**src/rtl/spi_tx.sv**
```systemverilog
// ---------------------------------------------------------------------------
// spi_tx
//
// Purpose:
//   Transmit side of an SPI master. Serialises a packet of (tx_len + 1) bits,
//   MSB first, from a stream of 32-bit words. Words are pulled with a
//   valid/ready handshake. A packet may span any number of words. The
//   external clock generator supplies tx_edge_i, a single-cycle strobe
//   marking each SCLK edge on which the next bit is launched. If the next
//   word is not available at a word boundary, the block stalls. While it
//   stalls, the clock generator holds SCLK.
//
// Ports:
//   clk_i            in   1      rising-edge clock
//   rstn_i           in   1      synchronous active-low reset
//   en_i             in   1      transfer enable; low aborts a packet
//   tx_edge_i        in   1      shift strobe (one clk wide per SCLK edge)
//   sdo_o            out  1      serial data out, MSB first
//   tx_done_o        out  1      pulse on the final bit edge of a packet
//   tx_len_i         in   LEN_W  packet length in bits minus one
//   tx_len_update_i  in   1      load strobe for tx_len_i (IDLE only)
//   tx_data_i        in   32     word to transmit
//   tx_data_vld_i    in   1      word valid
//   tx_data_rdy_o    out  1      word ready
//   tx_stall_o       out  1      high while starved mid-packet
// ---------------------------------------------------------------------------
module spi_tx #(
    parameter int LEN_W = 16
) (
    input  logic             clk_i,
    input  logic             rstn_i,
    input  logic             en_i,
    input  logic             tx_edge_i,
    output logic             sdo_o,
    output logic             tx_done_o,
    input  logic [LEN_W-1:0] tx_len_i,
    input  logic             tx_len_update_i,
    input  logic [31:0]      tx_data_i,
    input  logic             tx_data_vld_i,
    output logic             tx_data_rdy_o,
    output logic             tx_stall_o
);

    typedef enum logic [1:0] {
        IDLE      = 2'd0,
        TRANSMIT  = 2'd1,
        WAIT_DATA = 2'd2
    } state_t;

    state_t           state;
    logic [31:0]      shift_reg;
    logic [LEN_W-1:0] bit_cnt;
    logic [LEN_W-1:0] target;
    logic [4:0]       word_idx;

    logic             last_bit;
    logic             word_end;
    logic             done;

    localparam logic [LEN_W-1:0] CNT_ONE = {{(LEN_W-1){1'b0}}, 1'b1};

    // The bit counter counts edges already consumed in this packet. The
    // packet ends on the edge that consumes bit number "target".
    always_comb begin
        last_bit = (bit_cnt == target);
        word_end = (word_idx == 5'd31);
        // An abort (en_i low) takes precedence, so a packet that is being
        // abandoned never reports completion.
        done     = (state == TRANSMIT) && en_i && tx_edge_i && last_bit;
    end

    // Outputs are decoded from registered state. While rstn_i is low, they
    // are forced to their IDLE values. This keeps them clean from the very
    // first reset cycle, before the state register has been cleared.
    always_comb begin
        sdo_o         = 1'b0;
        tx_done_o     = 1'b0;
        tx_stall_o    = 1'b0;
        tx_data_rdy_o = 1'b1;
        if (rstn_i) begin
            tx_done_o  = done;
            tx_stall_o = (state == WAIT_DATA);
            case (state)
                IDLE: begin
                    sdo_o         = 1'b0;
                    tx_data_rdy_o = 1'b1;
                end
                TRANSMIT: begin
                    sdo_o = shift_reg[31];
                    // The next word is only wanted on the edge that
                    // consumes the last bit of the current word. It is not
                    // wanted if that edge also finishes the packet.
                    tx_data_rdy_o = tx_edge_i && word_end && !done;
                end
                WAIT_DATA: begin
                    sdo_o         = shift_reg[31];
                    tx_data_rdy_o = 1'b1;
                end
                default: begin
                    sdo_o         = 1'b0;
                    tx_data_rdy_o = 1'b1;
                end
            endcase
        end
    end

    // Main FSM with its datapath registers. On every shift edge, the current
    // MSB is considered launched. The register moves left so that the next
    // bit is already on sdo_o before the following edge.
    always_ff @(posedge clk_i) begin
        if (!rstn_i) begin
            state     <= IDLE;
            shift_reg <= '0;
            bit_cnt   <= '0;
            target    <= '0;
            word_idx  <= '0;
        end else begin
            case (state)
                IDLE: begin
                    if (tx_len_update_i) begin
                        target <= tx_len_i;
                    end
                    if (en_i && tx_data_vld_i) begin
                        shift_reg <= tx_data_i;
                        bit_cnt   <= '0;
                        word_idx  <= '0;
                        state     <= TRANSMIT;
                    end
                end

                TRANSMIT: begin
                    if (!en_i) begin
                        shift_reg <= '0;
                        state     <= IDLE;
                    end else if (tx_edge_i) begin
                        bit_cnt <= bit_cnt + CNT_ONE;
                        if (last_bit) begin
                            // Any bits left in the current word are dropped.
                            shift_reg <= '0;
                            state     <= IDLE;
                        end else if (word_end) begin
                            word_idx <= '0;
                            if (tx_data_vld_i) begin
                                // Seamless reload: the new MSB goes out on
                                // the very next edge.
                                shift_reg <= tx_data_i;
                            end else begin
                                shift_reg <= {shift_reg[30:0], 1'b0};
                                state     <= WAIT_DATA;
                            end
                        end else begin
                            shift_reg <= {shift_reg[30:0], 1'b0};
                            word_idx  <= word_idx + 5'd1;
                        end
                    end
                end

                WAIT_DATA: begin
                    // Shift edges are ignored here. The bit counter holds,
                    // so the packet resumes exactly where it stalled.
                    if (!en_i) begin
                        shift_reg <= '0;
                        state     <= IDLE;
                    end else if (tx_data_vld_i) begin
                        shift_reg <= tx_data_i;
                        word_idx  <= '0;
                        state     <= TRANSMIT;
                    end
                end

                default: begin
                    state <= IDLE;
                end
            endcase
        end
    end

endmodule

```
**config.mk**
```make
export PLATFORM = sky130hd
export DESIGN_NAME = spi_tx
export DESIGN_NICKNAME = d
export VERILOG_FILES = /design/src/rtl/spi_tx.sv
export SDC_FILE = /design/constraint.sdc
export NUM_CORES = 1
export LEC_CHECK = 0
export CORE_UTILIZATION = 45
export DETAILED_ROUTE_END_ITERATION = 6
export DONT_BUFFER_PORTS = 1
export GPL_TIMING_DRIVEN = 0
export HOLD_SLACK_MARGIN = 0.02
export SYNTH_ARGS = -nofsm -noshare
export SYNTH_HDL_FRONTEND = slang
export SYNTH_SLANG_ARGS = --single-unit
```
**constraint.sdc**
```tcl
create_clock -name clk_i -period 6.5 [get_ports clk_i]
set_clock_uncertainty 0.15 [all_clocks]
set_input_delay 0 -clock clk_i [delete_from_list [all_inputs] [get_ports clk_i]]
set_output_delay 0 -clock clk_i [all_outputs]
set_load 0.01 [all_outputs]
```
==> results of run 1 <==
[layout make-up]
cell class	count	area, sq um
Timing Repair Buffer	96	961
Inverter	9	33.8
Buffer	38	154
Sequential cell	71	1420
Tap cell	105	131
Multi-Input combinational cell	357	2230
Fill cell	725	3040
Clock buffer	9	124
Clock inverter	7	121
[power by group through the flow]
stage / Sequential [W] / Combinational [W] / Clock (W)
after floorplan: 0.000556 / 0.000351 / 0
after global routing: 0.000572 / 0.000663 / 0.000468
after CTS: 0.000561 / 0.000585 / 0.000444
after global placement: 0.000569 / 0.000446 / 0
final: 0.000564 / 0.000601 / 0.000440
after detailed placement: 0.000571 / 0.000452 / 0
[path summary, 6_finish.rpt]
check	from	to	slack (ps)	depth (start not counted)
worst max-delay path	state[1]	shift_reg[20]	3110	10
worst min-delay path	rstn_i	sdo_o	60	1
worst max register to register	state[1]	shift_reg[20]	3110	10
worst min register to register	target[8]	target[8]	320	2
[cell families after synthesis]
family          after synthesis  share of synthesized area
flops                        71                      0.371
xor+xnor                     26                     0.0594
fa+ha+maj                     7                     0.0228
mux                          36                      0.106
simple gates                183                      0.235
compound gates              105                      0.157
buf+inv                      47                     0.0489
[synthesized netlist by cell type (all sizes together), types with 2 or more instances]
library cell / n / share of area
o2bb2ai: 2 / 0.0046
or3: 5 / 0.0082
nor3: 7 / 0.0091
a31oi: 32 / 0.052
ha: 7 / 0.023
buf: 6 / 0.0085
mux2: 33 / 0.098
mux2i: 3 / 0.0078
o21ai: 38 / 0.050
a21oi: 25 / 0.033
dfxtp: 71 / 0.37
inv: 9 / 0.0088
nand3: 10 / 0.013
xor2: 18 / 0.041
nand4: 40 / 0.069
nand2b: 3 / 0.0049
and2: 2 / 0.0033
nor4: 9 / 0.015
nor2: 18 / 0.018
xnor2: 8 / 0.018
clkbuf: 32 / 0.032
and3: 5 / 0.0082
nand2: 80 / 0.078
[cell usage in the layout (no fill, tap or decap), types with 25 or more instances in the layout]
cell type       n
a21oi_1        25
a31oi_1        32
clkbuf_1       31
dfxtp_1        71
dlygate4sd3_1  96
mux2_2         32
nand2_1        80
nand4_1        39
o21ai_0        38
[through the flow]
step,instances,utilization,hold WS (ps)
5_1_grt,692,0.630,64.5
6_report,692,0.630,60.0
3_5_place_dp,580,0.483,-16.3
2_1_floorplan,475,-,-48.0
3_3_place_gp,580,0.483,-18.4
4_1_cts,692,0.630,57.5
[routing by layer]
layer	up-vias	GRT usage	routed length, um	share of wire
met3	16	0.0526	464	0.043
met5	-	0	0	0
met4	0	0.101	204	0.019
li1	1932	-	-	-
met1	1891	0.330	4870	0.45
met2	102	0.423	5210	0.48
[what timing repair did]
action / CTS / global route
endpoints found under the hold margin: 60 / 0
hold buffers: 96 / 0
setup buffers: 0 / 0
==> impl_metrics.toml, run 1 <==
[synthesis]
synthFlopType = "dfxtp_1"
seq_area_frac_synth = 0.371
async_flop_share = 0
synth_cell_types = 40
synth_edf_count = 0
synth_cells = 475
syn_area_sq_mm = 0.00383
synth_fp_nets = 536
synth-seq-cells = 71
yosysWarnings = 0
synth.avg_cell_area_sq_um = 8.07

[place]
pre_cts_slack_ps = 3750
gp_congestion = 0.786
place_area_sq_mm = 0.00397
port_buffers = 0
dp_hpwl_um = 6780

[timing]
setup_slack_ps = 3110
hold_viol = 0
finalCritPeriodShare = 0.521
period_minus_slack_ps = 3390
drv_slew = 0
rsz0062_at_grt = "false"
setup_tns_ps = 0
slew_headroom = 0.543
worst_slew_pin_slew_ps = 683
fmax_ghz = 0.295
finalSetupViolCount = 0

[global_routing]
grt_first_pass_wirelength_um = 18000
grt_pass1_vias = 3788
grt_max_degree = 14
antenna_found_initial = 0
grt-ovfl-total = 0
groute.usage.overall = 0.258

[finish]
areaGrowthSynthToFinish_pct = 34.9
largest_reg_flops = 32
diodes = 0
finalInstanceArea_sq_mm = 0.00517
layout-drive-gt1-share = 0.0954
nets = 643

[die]
die_x_um = 94.3
die_area_sq_mm = 0.00890
io_pins = 58
die_h_um = 94.3
rows = 33
fp.coreArea_sq_mm = 0.00822
start_util = 0.467

[clock_network]
cts_root_buffer = "clkbuf_8"
cts_buffers = 9
cts_tree = "yes"
clockBufferDepth = 2
clk_pin_slew_ps = 80
ctsResizeCount = 0
htreeDepth = 3
clock_latency_ps = 360
numClockSinks = 71

[critical_path]
crit_fanout = 10
cp_slowest_cell = "dlygate4sd3_1"
arrival_ps = 3530
startpoint_type = "flop"
path_buf_inv = 4
worstSetupPathType = "reg2reg"
path_cells = "inv_1, ha_1, buf_2, nand2b_1, a21oi_1, nor2_1, clkbuf_1, o21ai_0, a31oi_1, dlygate4sd3_1"
crit_family = "buffers and inverters"
worstPathRequired_ps = 6640
cpPeakStageDelay_ps = 600
worstSetupEndpointType = "flop"

[detailed_routing]
vias_per_cell = 5.70
routed_wl_um = 10800
drt_iter0_markers = 177
firstDrtPassIters = 5
ant_nets = 0
routedWlPerCell_um = 15.5
drc = 0
route.vias.total = 3941

[pwr]
comb_power_share = 0.374
ir_drop_v = 0.000164
swShare = 0.347
clkPwrFrac = 0.274
power_w = 0.00160
p_leak_nw = 2.05
p_seq_frac = 0.351
p_switching_w = 0.000557
power_density_mw_per_mm2 = 310
intPower_w = 0.00105

[worst_hold_path]
hp-class = "in2out"

[outcome]
status = "finished clean"

[run]
cap_violations = 0
No activity file was read; power rests on OpenSTA's default activity.
==> inputs of run 2 (changes only) <==
--- a/config.mk
+++ b/config.mk
@@ -5,6 +5,7 @@
 export SDC_FILE = /design/constraint.sdc
 export NUM_CORES = 1
 export LEC_CHECK = 0
+export ABC_AREA = 1
 export CORE_UTILIZATION = 45
 export DETAILED_ROUTE_END_ITERATION = 6
 export DONT_BUFFER_PORTS = 1
==> constraint.sdc (replaced) <==
create_clock -name clk_i -period 3.1 [get_ports clk_i]
set_clock_uncertainty 0.15 [all_clocks]
set_input_delay 0 -clock clk_i [delete_from_list [all_inputs] [get_ports clk_i]]
set_output_delay 0 -clock clk_i [all_outputs]
set_load 0.01 [all_outputs]
==> impl_metrics.toml, run 2 <==
[clock_network]
clock_latency_ps = 350
cts_buffers = 9
post_cts_buffers = 0
cts_root_buffer = "clkbuf_8"
clockBufferDepth = 2
clk_pin_slew_ps = 80
numClockSinks = 71
htreeDepth = 3
cts_tree = "yes"

[timing]
setup_tns_ps = 0
finalSetupViolCount = 0
slew_headroom = 0.572
finalCritPeriodShare = 0.855
fmax_ghz = 0.377
period_minus_slack_ps = 2650
setup_slack_ps = 450
drv_slew = 0
worst_slew_pin_slew_ps = 638
hold_viol = 0
rsz0062_at_grt = "false"

[pwr]
p_leak_nw = 1.97
ir_drop_v = 0.000422
power_w = 0.00393
power_density_mw_per_mm2 = 786

[synthesis]
yosysTopAreaCell = "dfxtp_1"
synth_cell_types = 33
synth_top_cells_by_area = "dfxtp_1, a21oi_1, nand2_1"
synth.avg_cell_area_sq_um = 6.98
syn_area_sq_mm = 0.00408
yosysWarnings = 0
seq_area_frac_synth = 0.348
yosys.area.top_type_share = 0.348
synth_cells = 584
synth_edf_count = 0
synth_common_cells = "nand2_1, a21oi_1, dfxtp_1"
synthFlopType = "dfxtp_1"
synth-seq-cells = 71
async_flop_share = 0
synth_fp_nets = 645
synth_most_common_cell = "nand2_1"

[place]
gp_congestion = 0.865
dp_hpwl_um = 7260
pre_cts_slack_ps = 835
port_buffers = 0
place_area_sq_mm = 0.00421

[finish]
largest_reg_flops = 32
fillCellCount = 824
final_cell_mix = "nand2_1, a21oi_1, dfxtp_1"
final_util = 0.570
final_common_cell = "nand2_1"
finalInstanceArea_sq_mm = 0.00500
diodes = 0
nets = 712
layout-drive-gt1-share = 0.125
areaGrowthSynthToFinish_pct = 22.5

[global_routing]
grt-ovfl-total = 0
grt_max_degree = 14
groute.usage.overall = 0.225
grt_pass1_vias = 3872
grt_first_pass_wirelength_um = 17700
antenna_found_initial = 0

[critical_path]
cp_slowest_cell = "dlygate4sd3_1"
rr_endpoint = "shift_reg[6]"
crit_family = "buffers and inverters"
worstPathRequired_ps = 3180
r2r_cells = 9
worstSetupPathType = "reg2reg"
worstSetupEndpointType = "flop"
path_cells = "ha_1, inv_1, nor3_1, ha_1, nand2_1, mux2_2, nand2_1, a21oi_1, dlygate4sd3_1"
r2r_slack_ps = 450
cpPeakStageDelay_ps = 570
r2r-start = "word_idx[0]"
path_buf_inv = 2
crit_fanout = 7
startpoint_type = "flop"
arrival_ps = 2730

[worst_hold_path]
hp-class = "in2out"
holdPathStages = 2
holdPathEnd = "tx_data_rdy_o"
hp-start = "tx_edge_i"

[die]
rows = 34
die_area_sq_mm = 0.00945
io_pins = 58
start_util = 0.465
die_h_um = 97.2
die_x_um = 97.2
fp.coreArea_sq_mm = 0.00876

[detailed_routing]
wl_met1_um = 4850
met2WireLength_um = 5180
drc = 0
firstDrtPassIters = 4
drt_iter0_markers = 172
routed_wl_um = 10600
route.met3.wl_um = 398
route.vias.total = 4049
highest_layer = "met4"
ant_nets = 0
vias_per_cell = 5.30
routedWlPerCell_um = 13.8

[outcome]
status = "finished clean"

[run]
cap_violations = 0
==> run 2: where the power goes <==
group	switching (W)	internal (W)
logic	0.00114	0.000679
registers	0.000123	0.00115
clock network	0.000381	0.000454
total	0.00164	0.00228
==> run 2: layout make-up <==
type / count / area [sq um] / share of cell area
Timing Repair Buffer: 56 / 561 / 0.112
Sequential cell: 71 / 1420 / 0.284
Clock buffer: 9 / 124 / 0.0248
Clock inverter: 7 / 97.6 / 0.0195
Tap cell: 108 / 135 / 0.0270
Inverter: 58 / 220 / 0.0441
Buffer: 31 / 164 / 0.0328
Multi-Input combinational cell: 424 / 2270 / 0.455
==> run 2: worst max path at each step <==
stage / start / endpoint / slack [ps] / cells after the start
floorplan: word_idx[0] / shift_reg[10] / 1160 / 9
global placement: word_idx[0] / shift_reg[17] / 840 / 9
detailed placement: word_idx[0] / shift_reg[13] / 830 / 9
CTS: word_idx[0] / shift_reg[6] / 510 / 9
global route: word_idx[0] / shift_reg[6] / 340 / 9
finish: word_idx[0] / shift_reg[6] / 450 / 9
==> run 2: kinds of logic after synthesis <==
logic type                 count (synthesis)  synth area share
AOI/OAI and AO/OA                        159             0.199
xor gates and xnor gates                   3           0.00644
adders and majority gates                  7            0.0215
buffers and inverters                     89            0.0942
DFF                                       71             0.348
muxes                                     30            0.0825
and+or+nand+nor                          225             0.248
==> run 2: layer usage <==
layer | vias to the layer above | track usage
li1 | 2086 | -
met1 | 1866 | 0.283
met2 | 86 | 0.391
met3 | 11 | 0.0360
met4 | 0 | 0.0769
met5 | - | 0
==> run 2: what timing repair did <==
item / in CTS / in global routing
gates resized for setup: 0 / 0
endpoints found under the hold margin: 56 / 0
hold buffers: 56 / 0
==> run 2: metrics by stage <==
| step | hold slack (ps) | instances |
|---|---|---|
| 6_report | 26.2 | 764 |
| 5_1_grt | 35.0 | 764 |
| 4_1_cts | 20.2 | 764 |
| 3_5_place_dp | -17.5 | 692 |
| 3_3_place_gp | -19.4 | 692 |
| 2_1_floorplan | -34.7 | 584 |
==> run 2: worst reg2reg max path, delay by kind of cell, from the launching register on <==
family,cells,cell delay [ps]
buf+inv,2,620
fa+ha+maj,2,530
compound gates,1,60
simple gates,3,430
flops,1,410
mux,1,330
==> inputs of run 3 (changes only) <==
--- a/config.mk
+++ b/config.mk
@@ -6,11 +6,12 @@
 export NUM_CORES = 1
 export LEC_CHECK = 0
 export ABC_AREA = 1
+export BUFFER_PORTS_ARGS = -buffer_cell sky130_fd_sc_hd__buf_2
 export CORE_UTILIZATION = 45
 export DETAILED_ROUTE_END_ITERATION = 6
-export DONT_BUFFER_PORTS = 1
 export GPL_TIMING_DRIVEN = 0
 export HOLD_SLACK_MARGIN = 0.02
+export PLACE_DENSITY = 0.68
 export SYNTH_ARGS = -nofsm -noshare
 export SYNTH_HDL_FRONTEND = slang
 export SYNTH_SLANG_ARGS = --single-unit
==> impl_metrics.toml, run 3 (synthesized netlist as in run 2, its figures left out) <==
[detailed_routing]
firstDrtPassIters = 5
drc = 0
routed_wl_um = 10500
route.vias.total = 4300
routedWlPerCell_um = 12.9
vias_per_cell = 5.26
drt_iter0_markers = 191
ant_nets = 0

[timing]
finalSetupViolCount = 0
period_minus_slack_ps = 2660
hold_viol = 0
setup_slack_ps = 436
worst_slew_pin_slew_ps = 577
setup_tns_ps = 0
drv_slew = 0
finalCritPeriodShare = 0.859
fin_hold_ws_ps = 72.0
slew_headroom = 0.613
fmax_ghz = 0.375
rsz0062_at_grt = "false"

[die]
io_pins = 58
die_h_um = 97.2
die_area_sq_mm = 0.00945
start_util = 0.465
fp.coreArea_sq_mm = 0.00876
die_x_um = 97.2
rows = 34

[finish]
fin_cells = 817
diodes = 0
fillCellCount = 830
regArea_sq_mm = 0.00142
nets = 765
largest_reg_flops = 32
areaGrowthSynthToFinish_pct = 28.7
final_cell_mix = "nand2_1, a21oi_1, dfxtp_1"
multi_input_area_sq_mm = 0.00227
finalInstanceArea_sq_mm = 0.00525
final_common_cell = "nand2_1"
layout-drive-gt1-share = 0.193

[global_routing]
grt-ovfl-total = 0
grt_pass1_vias = 4142
grt_max_degree = 14
groute.usage.overall = 0.232
antenna_found_initial = 0
grt_first_pass_wirelength_um = 18300

[critical_path]
crit_fanout = 10
worstPathRequired_ps = 3200
startpoint_type = "flop"
worstSetupPathType = "reg2reg"
arrival_ps = 2760
worstSetupEndpointType = "flop"

[worst_hold_path]
hp-class = "in2reg"

[clock_network]
clockBufferDepth = 2
htreeDepth = 3
clk_pin_slew_ps = 80
post_cts_buffers = 0
cts_tree = "yes"
cts_buffers = 9
cts_root_buffer = "clkbuf_8"
clock_latency_ps = 350
numClockSinks = 71
ctsResizeCount = 0

[pwr]
power_density_mw_per_mm2 = 749
p_leak_nw = 2.19
ir_drop_v = 0.000471

[place]
gp_congestion = 0.840
dp.cells = 747
place_area_sq_mm = 0.00449
dp_hpwl_um = 7340
pre_cts_slack_ps = 825
port_buffers = 55

[run]
cap_violations = 0

[outcome]
status = "finished clean"
==> run 3: area by class of cell <==
cell class	count	area share
Multi-Input combinational cell	424	0.433
Sequential cell	71	0.271
Timing Repair Buffer	109	0.155
Inverter	58	0.0420
Buffer	31	0.0312
Tap cell	108	0.0257
Clock buffer	9	0.0236
Clock inverter	7	0.0181
==> run 3: path summary, 6_finish.rpt <==
| check | from | to | slack, ps | cells past startpoint |
|---|---|---|---|---|
| setup / recovery | state[1] | shift_reg[7] | 440 | 11 |
| hold reg to reg | target[13] | target[13] | 320 | 2 |
| setup reg to reg | state[1] | shift_reg[7] | 440 | 11 |
| hold / removal | tx_data_vld_i | state[0] | 70 | 5 |
==> run 3: metrics by stage <==
| step | power [W] | util |
|---|---|---|
| 3_5_place_dp | 0.00302 | 0.512 |
| 4_1_cts | 0.00393 | 0.599 |
| 2_1_floorplan | 0.00259 | - |
| 3_3_place_gp | 0.00297 | 0.512 |
| 6_report | 0.00393 | 0.599 |
| 5_1_grt | 0.00423 | 0.599 |
==> run 3: worst max-delay path: stages, from the launching register on <==
cell	delay [ps]
dfxtp_1	380
inv_1	80
ha_1	180
buf_4	160
nand3_1	80
nand2_1	60
a21oi_2	210
nand2_2	160
clkbuf_1	270
a21oi_1	170
a21oi_1	90
dlygate4sd3_1	560
==> run 3: metal layers <==
layer / routed length, um / GRT usage / up-vias
li1: - / - / 2195
met3: 420 / 0.0576 / 14
met4: 136 / 0.0677 / 0
met2: 5280 / 0.418 / 83
met1: 4670 / 0.270 / 2008
met5: 0 / 0 / -
==> run 3: power breakdown <==
part	switching, W	internal, W	leakage [nW]	total, W
sequential	0.000118	0.00115	0.584	0.00127
clock	0.000375	0.000454	0.110	0.000829
combinational	0.00114	0.000696	1.50	0.00183
==> run 3: timing repair <==
action	in CTS	in global routing
setup endpoints to repair	0	0
endpoints found under the hold margin	49	0
hold buffers	54	0
